`src/rtl/wb_bus_arbiter.sv`:
```
`default_nettype none
// ============================================================================
// Module   : wb_bus_arbiter
// Purpose  : Two-master Wishbone arbiter. The CPU instruction port (wb_I_*)
//            and data port (wb_D_*) share one Wishbone slave bus (wb_S_*).
//            Round-robin grant, bus lock while the owner holds cyc, and an
//            ack watchdog that aborts a hung cycle with an error pulse.
// Ports    : clk_i, rst_i        - clock, synchronous active-high reset
//            wb_I_* / wb_D_*     - master ports (adr/dat/sel/we/cyc/stb in,
//                                  dat/ack/err out)
//            wb_S_*              - slave port (adr/dat/sel/we/cyc/stb out,
//                                  dat/ack in)
//            grant_o             - owner status: 00 none, 01 I, 10 D
// Revision : 1.0 - initial release
// ============================================================================
module wb_bus_arbiter #(
  parameter int ADDR_WIDTH = 32,
  parameter int DATA_WIDTH = 32,
  parameter int SEL_WIDTH  = 4,
  parameter int TIMEOUT    = 255,
  parameter int CNT_WIDTH  = 8
) (
  input  logic                  clk_i,
  input  logic                  rst_i,
  // instruction master
  input  logic [ADDR_WIDTH-1:0] wb_I_adr_i,
  input  logic [DATA_WIDTH-1:0] wb_I_dat_i,
  input  logic [SEL_WIDTH-1:0]  wb_I_sel_i,
  input  logic                  wb_I_we_i,
  input  logic                  wb_I_cyc_i,
  input  logic                  wb_I_stb_i,
  output logic [DATA_WIDTH-1:0] wb_I_dat_o,
  output logic                  wb_I_ack_o,
  output logic                  wb_I_err_o,
  // data master
  input  logic [ADDR_WIDTH-1:0] wb_D_adr_i,
  input  logic [DATA_WIDTH-1:0] wb_D_dat_i,
  input  logic [SEL_WIDTH-1:0]  wb_D_sel_i,
  input  logic                  wb_D_we_i,
  input  logic                  wb_D_cyc_i,
  input  logic                  wb_D_stb_i,
  output logic [DATA_WIDTH-1:0] wb_D_dat_o,
  output logic                  wb_D_ack_o,
  output logic                  wb_D_err_o,
  // shared slave
  output logic [ADDR_WIDTH-1:0] wb_S_adr_o,
  output logic [DATA_WIDTH-1:0] wb_S_dat_o,
  output logic [SEL_WIDTH-1:0]  wb_S_sel_o,
  output logic                  wb_S_we_o,
  output logic                  wb_S_cyc_o,
  output logic                  wb_S_stb_o,
  input  logic [DATA_WIDTH-1:0] wb_S_dat_i,
  input  logic                  wb_S_ack_i,
  // status
  output logic [1:0]            grant_o
);

  typedef enum logic [1:0] {
    IDLE  = 2'b00,
    GNT_I = 2'b01,
    GNT_D = 2'b10
  } state_t;

  localparam logic                 c_WD_EN    = (TIMEOUT != 0);
  localparam logic [CNT_WIDTH-1:0] c_WD_LIMIT = CNT_WIDTH'(TIMEOUT);

  state_t               r_state;
  logic                 r_last_d;   // 0: I served last, 1: D served last
  logic [CNT_WIDTH-1:0] r_wd_cnt;

  logic w_own_i;
  logic w_own_d;
  logic w_cyc;
  logic w_stb;
  logic w_timeout;
  logic w_active;

  // Ownership is masked by rst_i so every output is quiet while reset is held,
  // even though the state register only clears on the next edge.
  assign w_own_i = (r_state == GNT_I) && !rst_i;
  assign w_own_d = (r_state == GNT_D) && !rst_i;

  assign w_cyc = (w_own_i && wb_I_cyc_i) || (w_own_d && wb_D_cyc_i);
  assign w_stb = (w_own_i && wb_I_stb_i) || (w_own_d && wb_D_stb_i);

  // An ack in the limit cycle wins over the watchdog.
  assign w_timeout = c_WD_EN && w_cyc && w_stb && !wb_S_ack_i &&
                     (r_wd_cnt == c_WD_LIMIT);
  assign w_active  = w_cyc && !w_timeout;

  // Zero-latency request mux from the owning master to the slave.
  always_comb begin
    wb_S_adr_o = '0;
    wb_S_dat_o = '0;
    wb_S_sel_o = '0;
    wb_S_we_o  = 1'b0;
    if (w_active && w_own_i) begin
      wb_S_adr_o = wb_I_adr_i;
      wb_S_dat_o = wb_I_dat_i;
      wb_S_sel_o = wb_I_sel_i;
      wb_S_we_o  = wb_I_we_i;
    end else if (w_active && w_own_d) begin
      wb_S_adr_o = wb_D_adr_i;
      wb_S_dat_o = wb_D_dat_i;
      wb_S_sel_o = wb_D_sel_i;
      wb_S_we_o  = wb_D_we_i;
    end
  end

  assign wb_S_cyc_o = w_active;
  assign wb_S_stb_o = w_active && w_stb;

  // Acks are only forwarded while the owner still holds cyc; an ack arriving
  // as the master drops cyc is a protocol violation and is swallowed.
  assign wb_I_ack_o = w_own_i && wb_I_cyc_i && wb_S_ack_i;
  assign wb_D_ack_o = w_own_d && wb_D_cyc_i && wb_S_ack_i;
  assign wb_I_err_o = w_own_i && w_timeout;
  assign wb_D_err_o = w_own_d && w_timeout;
  assign wb_I_dat_o = w_own_i ? wb_S_dat_i : '0;
  assign wb_D_dat_o = w_own_d ? wb_S_dat_i : '0;

  assign grant_o = {w_own_d, w_own_i};

  always_ff @(posedge clk_i) begin
    if (rst_i) begin
      r_state  <= IDLE;
      r_last_d <= 1'b0;
      r_wd_cnt <= '0;
    end else begin
      case (r_state)
        IDLE: begin
          r_wd_cnt <= '0;
          if (wb_I_cyc_i && wb_D_cyc_i) begin
            r_state <= r_last_d ? GNT_I : GNT_D;
          end else if (wb_D_cyc_i) begin
            r_state <= GNT_D;
          end else if (wb_I_cyc_i) begin
            r_state <= GNT_I;
          end
        end
        GNT_I, GNT_D: begin
          if (!w_cyc || w_timeout) begin
            // Release always passes through one IDLE cycle.
            r_state  <= IDLE;
            r_last_d <= (r_state == GNT_D);
            r_wd_cnt <= '0;
          end else if (c_WD_EN && w_stb && !wb_S_ack_i) begin
            r_wd_cnt <= r_wd_cnt + CNT_WIDTH'(1);
          end else begin
            r_wd_cnt <= '0;
          end
        end
        default: begin
          r_state  <= IDLE;
          r_wd_cnt <= '0;
        end
      endcase
    end
  end

endmodule
`default_nettype wire

```
`config.mk`:
```
export PLATFORM = sky130hd
export DESIGN_NAME = wb_bus_arbiter
export DESIGN_NICKNAME = d
export VERILOG_FILES = /design/src/rtl/wb_bus_arbiter.sv
export SDC_FILE = /design/constraint.sdc
export NUM_CORES = 1
export LEC_CHECK = 0
export ABC_AREA = 1
export CAP_MARGIN = 20
export CORE_AREA = 5 5 119 121
export DETAILED_ROUTE_END_ITERATION = 10
export DIE_AREA = 0 0 124 126
export GPL_ROUTABILITY_DRIVEN = 0
export PLACE_DENSITY = 0.69
export SYNTH_ARGS = -nofsm -noshare
export SYNTH_HDL_FRONTEND = slang
export SYNTH_SLANG_ARGS = --single-unit
```
`constraint.sdc`:
```
create_clock -name clk_i -period 3.5 [get_ports clk_i]
set_input_delay 0.7 -clock clk_i [delete_from_list [all_inputs] [get_ports clk_i]]
set_output_delay 0.7 -clock clk_i [all_outputs]
set_load 0.05 [all_outputs]
```
* Word-level counts from Yosys, hierarchy flattened
Index checks and enable logic that the tools add are counted.
Widths: inputs -> output; s select.
** Storage, ports and cells
- Output and inout bits :: 141
- Bits in read-only memories :: 0
- Bits in latches :: 0
- Bits in registers :: 11
- Bits in writable memories :: 0
- Logic and storage cells :: 58
- Memories :: 0
- Input bits :: 177
** Operators by class
- Bitwise logic cells :: 2
- Add/subtract/negate cells :: 1
- Magnitude comparators :: 0
- $mul :: 0
- Muxes and demuxes :: 16
- Reductions and logical operators :: 31
- Div/mod/pow operators :: 0
- Eq/ne operators :: 5
- Shift-type cells :: 0
** Operators with widths (count)
- $mux 32 :: 6
- $logic_and 1x1->1 :: 19
- $mux 2 :: 5
- $add 8x1->8 const B :: 1
- $eq 8x8->1 const B :: 1
- $mux 4 :: 2
- $logic_not 1->1 :: 4
- $ne 4x4->1 const B :: 1
- $pmux 2 s2 :: 1
- $reduce_and 2->1 :: 2
- $reduce_or 4->1 :: 1
- $logic_or 1x1->1 :: 3
- $eq 2x1->1 const B :: 1
- $eq 2x2->1 const B :: 1
- $logic_not 2->1 :: 1
- $mux 1 :: 2
- $ne 2x2->1 const B :: 1
- $not 1->1 :: 2
- $reduce_or 2->1 :: 1

* Depth between registers and ports, before layout
Gate-level depths: netlist of the first run.
- Depth in word-level cells :: 12
- Gate-level depth with buffers :: 11
- Depth with buffers taken out :: 9

* Worst setup path after synthesis of the first run
OpenSTA, ideal clock, no wires.
- Path kind :: input-to-output
- From :: in rst_i
- To :: out wb_S_dat_o[26]
- Data required time :: 2.800 ns
- Stages :: 9
- Buffers on the path :: 1
- Slack :: 0.771 ns
- Arrival :: 2.029 ns
- Cell sequence :: inv_2 nand3_1 nand2_2 nand4_2 nand2_2 inv_2 buf_2 nand3_1 nand2_1
** Between the ends
- Cells in the longest elaborated chain, start to end :: 12
- Elaborated cells on any way between the ends :: 18
- Classes of those cells :: 2 x mux; 16 x reduce/logical
** Ends and longest elaborated chain
- start, declared :: line 24 : input logic rst_i,
- $logic_not 1->1 * :: line 80, 81
- $logic_and 1x1->1, on equally long branches :: line 80, 81
- $logic_and 1x1->1, on equally long branches :: line 83, 84
- $logic_or 1x1->1, on equally long branches :: line 83, 84
- $logic_and 1x1->1 (3 in series) :: line 87 : assign w_timeout = c_WD_EN && w_cyc && w_stb && !wb_S_ack_i &&
- $logic_not 1->1 :: line 89 : assign w_active = w_cyc && !w_timeout;
- $logic_and 1x1->1 * :: line 89
- named net wb_S_cyc_o :: line 50 : output logic wb_S_cyc_o,
- $logic_and 1x1->1 :: line 102 : end else if (w_active && w_own_d) begin
- $mux 32 :: line 102
- $mux 32 * :: line 97 : if (w_active && w_own_i) begin
- end, declared :: line 47 : output logic [DATA_WIDTH-1:0] wb_S_dat_o,
The timed path passes the listed nets; every way through them passes the cells marked *.

* Final worst setup path of the first run
- From :: in rst_i
- To :: out wb_S_adr_o[25]
** Between the ends
- Cells in the longest elaborated chain, start to end :: 12
- Elaborated cells on any way between the ends :: 18
- Classes of those cells :: 2 x mux; 16 x reduce/logical
** Ends and longest elaborated chain
- $logic_not 1->1 * :: line 80, 81
- $logic_and 1x1->1, on equally long branches :: line 80, 81
- $logic_and 1x1->1, on equally long branches :: line 83, 84
- $logic_or 1x1->1, on equally long branches :: line 83, 84
- $logic_and 1x1->1 (3 in series) :: line 87
- $logic_not 1->1 :: line 89
- $logic_and 1x1->1 :: line 89
- $logic_and 1x1->1 :: line 102
- $mux 32 :: line 102
- $mux 32 * :: line 97
- end, declared :: line 46 : output logic [ADDR_WIDTH-1:0] wb_S_adr_o,
Mark *: on every way between the ends. The rest lies on a longest branch, timed or not.

==> results of run 1 <==
through the flow:
step	total power (W)	area, um^2	util
floorplan	0.000496	2180	-
global placement	0.000889	6150	0.474
detailed placement	0.000890	6150	0.474
CTS	0.00110	6230	0.480
global route	0.00115	6230	0.480
finish	0.00109	6230	0.480
cells by family (layout without fill, tap and decap cells):
kind of cell / Yosys count / in the layout / share of synthesized area
AO/OA/AOI/OAI: 5 / 5 / 0.0115
XOR/XNOR: 6 / 6 / 0.0241
adder cells (fa/ha/maj): 4 / 4 / 0.0229
buffers and inverters: 85 / 380 / 0.166
flip-flops: 11 / 11 / 0.101
AND/OR/NAND/NOR: 320 / 320 / 0.674
power by group through the flow:
stage	clock network (W)	logic, W	registers, W
4_1_cts	0.000215	0.000752	0.000138
5_1_grt	0.000223	0.000788	0.000138
3_3_place_gp	0	0.000749	0.000140
3_5_place_dp	0	0.000750	0.000140
2_1_floorplan	0	0.000358	0.000139
6_report	0.000211	0.000745	0.000138
cell type report:
type / count / area [um^2]
fill: 1299 / 6750
tap: 176 / 220
timing repair buffer: 328 / 3920
sequential: 11 / 220
multi-input combinational: 335 / 1610
clock buffer: 4 / 78.8
inverter: 48 / 180
per-layer routing:
metal	up-vias	GRT usage	share of wire
met3	12	0.0507	0.12
met2	209	0.297	0.49
met1	1691	0.183	0.38
li1	1963	-	-
met5	-	0	0
met4	0	0.0290	0.014
state kept, by name, indices dropped and copies added, names as in the netlist:
name / cells
r_wd_cnt: 8
r_state: 2
r_last_d: 1
cells in the final DEF, fill, tap and decap left out, types with 2 or more instances in the layout:
master,count
inv_1,44
nand3_2,10
nand2_2,2
clkbuf_16,3
ha_1,4
nor2_1,82
nand2_1,80
dfxtp_1,11
buf_12,81
clkdlybuf4s50_1,179
nand3_1,139
xor2_1,4
a21oi_1,5
inv_2,4
xnor2_1,2
buf_4,68
final timing paths:
kind                      startpoint                endpoint  slack (ps)  cells past startpoint
max                            rst_i          wb_S_adr_o[25]         240                     11
min           r_wd_cnt[0]$_SDFF_PP0_  r_wd_cnt[0]$_SDFF_PP0_         450                      1
max reg2reg  r_state[1]$_SDFFE_PP0P_  r_wd_cnt[7]$_SDFF_PP0_        1440                     10
min reg2reg   r_wd_cnt[0]$_SDFF_PP0_  r_wd_cnt[0]$_SDFF_PP0_         450                      1
==> metrics.cfg, run 1 <==
[power_and_ir_drop]
power.density_nw_per_um2 = 176
seq_power_share = 0.126
ir_worst_vdd_v = 0.000149
clkPwrFrac = 0.193
p_leak_nw = 2.94
netSwitchingPower_w = 0.000475
combPwrFrac = 0.681
p_int_w = 0.000619
swShare = 0.434

[timing]
fmax_ghz = 0.307
fin_skew_ps = 2.65
setup_viol = 0
setup_tns_ps = 0
rsz0062_at_grt = false
relSlewSlack = 0.655
worst_pin_slew_ps = 516
finalHoldViolCount = 0
min_period_over_period = 0.931
fin_hold_ws_ps = 453
slew_violations = 0
min_period_ps = 3260
timing.final.ws_setup_ps = 243

[grt]
antenna_found_initial = 0
grt_max_degree = 49
track_usage = 0.162
grt_pass1_wl_um = 20400
grt-ovfl-total = 0
grt_pass1_vias = 3916

[route]
avgViaCountPerCell = 4.30
wire_per_inst_um = 15.5
wirelength_um = 14000
vias = 3875
drtAntennaViolNets = 0
remaining_drc_errors = 0
dr.pass1.iters = 4
drt_iter0_drc = 134

[placement]
place_ws_ps = 242
hpwl_um = 11400
dp.cells = 898
io_buffers = 317

[clocking]
cts_buffers = 3
post_cts_buffers = 0
htreeDepth = 1
cts_tree = yes
hold_buffers = 0
cts.path.max_buffers = 2
cts_root_buffer = clkbuf_16
clk_latency_ps = 240
cts_sinks = 11
path_clk_slew_ps = 40
cts_resized = 0

[cells_and_area]
syn_to_final_growth_pct = 186
drive_gt1_frac = 0.236
nets = 908
final_cells = 902
antenna_cells = 0

[logic_synthesis]
synth_edf_count = 0
syn_avg_cell_area_um2 = 5.06
syn_area_um2 = 2180
synth_common_cells = nand3_1, nor2_1, nand2_1
netlist_instances = 431
yosysMostFrequentCell = nand3_1
synth_area_leaders = nand3_1, nor2_1, nand2_1, dfxtp_1, inv_1
synth.net_count = 612
seq_area_frac_synth = 0.101
synth_flop_cell = dfxtp_1
synth_top_area_share = 0.319
ys_seq_elements = 11
synth.largest_area_cell = nand3_1
async_reset_ff_frac = 0
yosys_warnings = 0
yosysUniqueCellTypes = 24

[job]
maxCapViolations = 0

[floorplan]
die_y_um = 126
initial_core_util = 0.168
core_area_um2 = 13000
die_w_um = 124
pin_count = 318
core.rowCount = 42
dieArea_um2 = 15600

[status]
status = complete, no violations

[setup_path]
worst_setup_path_start_kind = input pin
cp.arrival_ps = 2560
path_buf_inv = 4
crit_chain = clkdlybuf4s50_1, inv_2, nand3_1, nand2_2, nand4_2, nand2_2, nor2_4, buf_12, nand3_1, nand2_1, buf_12
required_ps = 2800
crit_family = buffers and inverters
crit_slowest_cell = clkdlybuf4s50_1
crit_type = in2out
slowest_delay_ps = 500
end_kind = output pin
path_max_fanout = 42

[min_path]
hold_path.class = reg2reg

(Power assumes the default switching activity.)
==> inputs of run 2 (changes only) <==
--- a/config.mk
+++ b/config.mk
@@ -11,7 +11,8 @@
 export DETAILED_ROUTE_END_ITERATION = 10
 export DIE_AREA = 0 0 124 126
 export GPL_ROUTABILITY_DRIVEN = 0
-export PLACE_DENSITY = 0.69
+export PLACE_DENSITY = 0.64
+export SKIP_LAST_GASP = 1
 export SYNTH_ARGS = -nofsm -noshare
 export SYNTH_HDL_FRONTEND = slang
 export SYNTH_SLANG_ARGS = --single-unit
==> run 2 against run 1 <==
Non-clock buffer count down 2; maximum frequency down 0.18%; global-route usage up 0.079 points; largest cell class unchanged.
==> metrics.cfg, run 2 (same netlist as run 1, synthesis figures left out) <==
[setup_path]
cp.arrival_ps = 2560  ; about the same
crit_slowest_cell = clkdlybuf4s50_1  ; unchanged
crit_family = buffers and inverters  ; unchanged
end_kind = output pin  ; unchanged
worst_setup_path_start_kind = input pin  ; unchanged
path_buf_inv = 4  ; unchanged
path_max_fanout = 60  ; was 42
crit_type = in2out  ; unchanged
slowest_delay_ps = 500  ; about the same
required_ps = 2800  ; about the same
cp.depth = 11  ; unchanged
crit_chain = clkdlybuf4s50_1, inv_2, nand3_1, nand2_2, nand4_2, nand2_2, nor2_4, buf_12, nand3_1, nand2_1, buf_12  ; unchanged
r2r.worst_path.cells = 10  ; unchanged

[grt]
antenna_found_initial = 0  ; unchanged
grt-ovfl-total = 0  ; unchanged
track_usage = 0.162  ; about the same
grt_pass1_vias = 3812  ; was 3,916
grt_max_degree = 64  ; was 49
grt_pass1_wl_um = 20500  ; was 20,400 um

[placement]
placed_area_um2 = 6150  ; about the same
hpwl_um = 11400  ; about the same
io_buffers = 317  ; unchanged

[clocking]
clk_latency_ps = 230  ; was 240 ps
cts_buffers = 3  ; unchanged
post_cts_buffers = 0  ; unchanged
hold_buffers = 0  ; unchanged
cts.path.max_buffers = 2  ; unchanged
cts_sinks = 11  ; unchanged
path_clk_slew_ps = 40  ; about the same
htreeDepth = 1  ; unchanged
cts_resized = 0  ; unchanged
cts_tree = yes  ; unchanged
cts_root_buffer = clkbuf_16  ; unchanged

[route]
wire_per_inst_um = 15.8  ; was 15.5 um
vias = 3869  ; was 3,875
wirelength_um = 14200  ; was 14,000 um
avgViaCountPerCell = 4.30  ; about the same
remaining_drc_errors = 0  ; unchanged
drt_iter0_drc = 179  ; was 134
drtAntennaViolNets = 0  ; unchanged
dr.pass1.iters = 4  ; unchanged

[cells_and_area]
reg.largest.list = r_wd_cnt x8, r_state x2, r_last_d x1  ; unchanged
syn_to_final_growth_pct = 185  ; was 186%
drive_gt1_frac = 0.233  ; was 0.236
utilization = 0.480  ; about the same
largest_reg_flops = 8  ; unchanged
final_common_cell = clkdlybuf4s50_1  ; unchanged
final_cell_mix = clkdlybuf4s50_1, nand3_1, nor2_1, buf_12, nand2_1  ; was clkdlybuf4s50_1, nand3_1, nor2_1
nets = 906  ; was 908
final_area_um2 = 6230  ; about the same
antenna_cells = 0  ; unchanged
regMostFlops = r_wd_cnt  ; unchanged

[power_and_ir_drop]
power.density_nw_per_um2 = 176  ; about the same
clkPwrFrac = 0.188  ; was 0.193
ir_worst_vdd_v = 0.000180  ; was 0.000149 V
p_total_w = 0.00110  ; was 0.00109 W
seq_power_share = 0.126  ; about the same
p_leak_nw = 2.94  ; about the same
p_int_w = 0.000622  ; was 0.000619 W
netSwitchingPower_w = 0.000474  ; was 0.000475 W
swShare = 0.432  ; was 0.434
combPwrFrac = 0.686  ; was 0.681

[timing]
finalHoldViolCount = 0  ; unchanged
setup_viol = 0  ; unchanged
rsz0062_at_grt = false  ; unchanged
fmax_ghz = 0.306  ; was 0.307 GHz
fin_skew_ps = 1.94  ; was 2.65 ps
worst_pin_slew_ps = 528  ; was 516 ps
slew_violations = 0  ; unchanged
min_period_over_period = 0.932  ; was 0.931
min_period_ps = 3260  ; about the same
relSlewSlack = 0.647  ; was 0.655
setup_tns_ps = 0  ; unchanged

[status]
status = complete, no violations  ; unchanged

[floorplan]
die_w_um = 124  ; unchanged
dieArea_um2 = 15600  ; unchanged
pin_count = 318  ; unchanged
initial_core_util = 0.168  ; unchanged
die_y_um = 126  ; unchanged
core_area_um2 = 13000  ; unchanged
core.rowCount = 42  ; unchanged

[job]
maxCapViolations = 0  ; unchanged

[min_path]
hold_path.class = reg2reg  ; unchanged
hold_path_depth = 1  ; unchanged

run 2: changes by cell type in the layout (fill, tap and decap cells not counted), sizes merged:
cell,previous run,this run
buf,149,147
run 2: routing by layer:
metal	up-vias	track usage	share of wire
met5	-	0	0
met3	4	0.0309	0.094
met4	0	0.0155	0.0038
met2	185	0.303	0.51
met1	1718	0.197	0.39
li1	1962	-	-
run 2: final timing paths:
check	start	end	slack, ps
setup / recovery	rst_i	wb_S_dat_o[1]	240
hold reg to reg	r_wd_cnt[0]$_SDFF_PP0_	r_wd_cnt[0]$_SDFF_PP0_	440
hold / removal	r_wd_cnt[0]$_SDFF_PP0_	r_wd_cnt[0]$_SDFF_PP0_	440
setup reg to reg	r_state[1]$_SDFFE_PP0P_	r_wd_cnt[3]$_SDFF_PP0_	1460
run 2: metrics by stage:
| step | setup WS, ps | hold slack [ps] | instances |
|---|---|---|---|
| after floorplan | 771 | 418 | 431 |
| final | 237 | 440 | 900 |
| after detailed placement | 242 | 437 | 896 |
| after global placement | 275 | 430 | 896 |
| after global routing | 66.0 | 478 | 900 |
| after CTS | 231 | 446 | 900 |
run 2: layout make-up:
class                      count  area, um^2
clock buffer                   4        78.8
fill                        1287        6750
inverter                      48         180
multi-input combinational    335        1610
sequential                    11         220
tap                          176         220
timing repair buffer         326        3920
run 2: power by group through the flow:
stage	sequential (W)	clock, W	combinational [W]
after floorplan	0.000139	0	0.000358
after CTS	0.000138	0.000208	0.000757
after global routing	0.000138	0.000222	0.000793
after global placement	0.000140	0	0.000749
after detailed placement	0.000140	0	0.000754
final	0.000138	0.000206	0.000752
==> inputs of run 3 (changes only) <==
--- a/config.mk
+++ b/config.mk
@@ -16,3 +16,4 @@
 export SYNTH_ARGS = -nofsm -noshare
 export SYNTH_HDL_FRONTEND = slang
 export SYNTH_SLANG_ARGS = --single-unit
+export TNS_END_PERCENT = 50
==> results of run 3 <==
The final DEF is identical to that of run 2; final timing and power are the same.
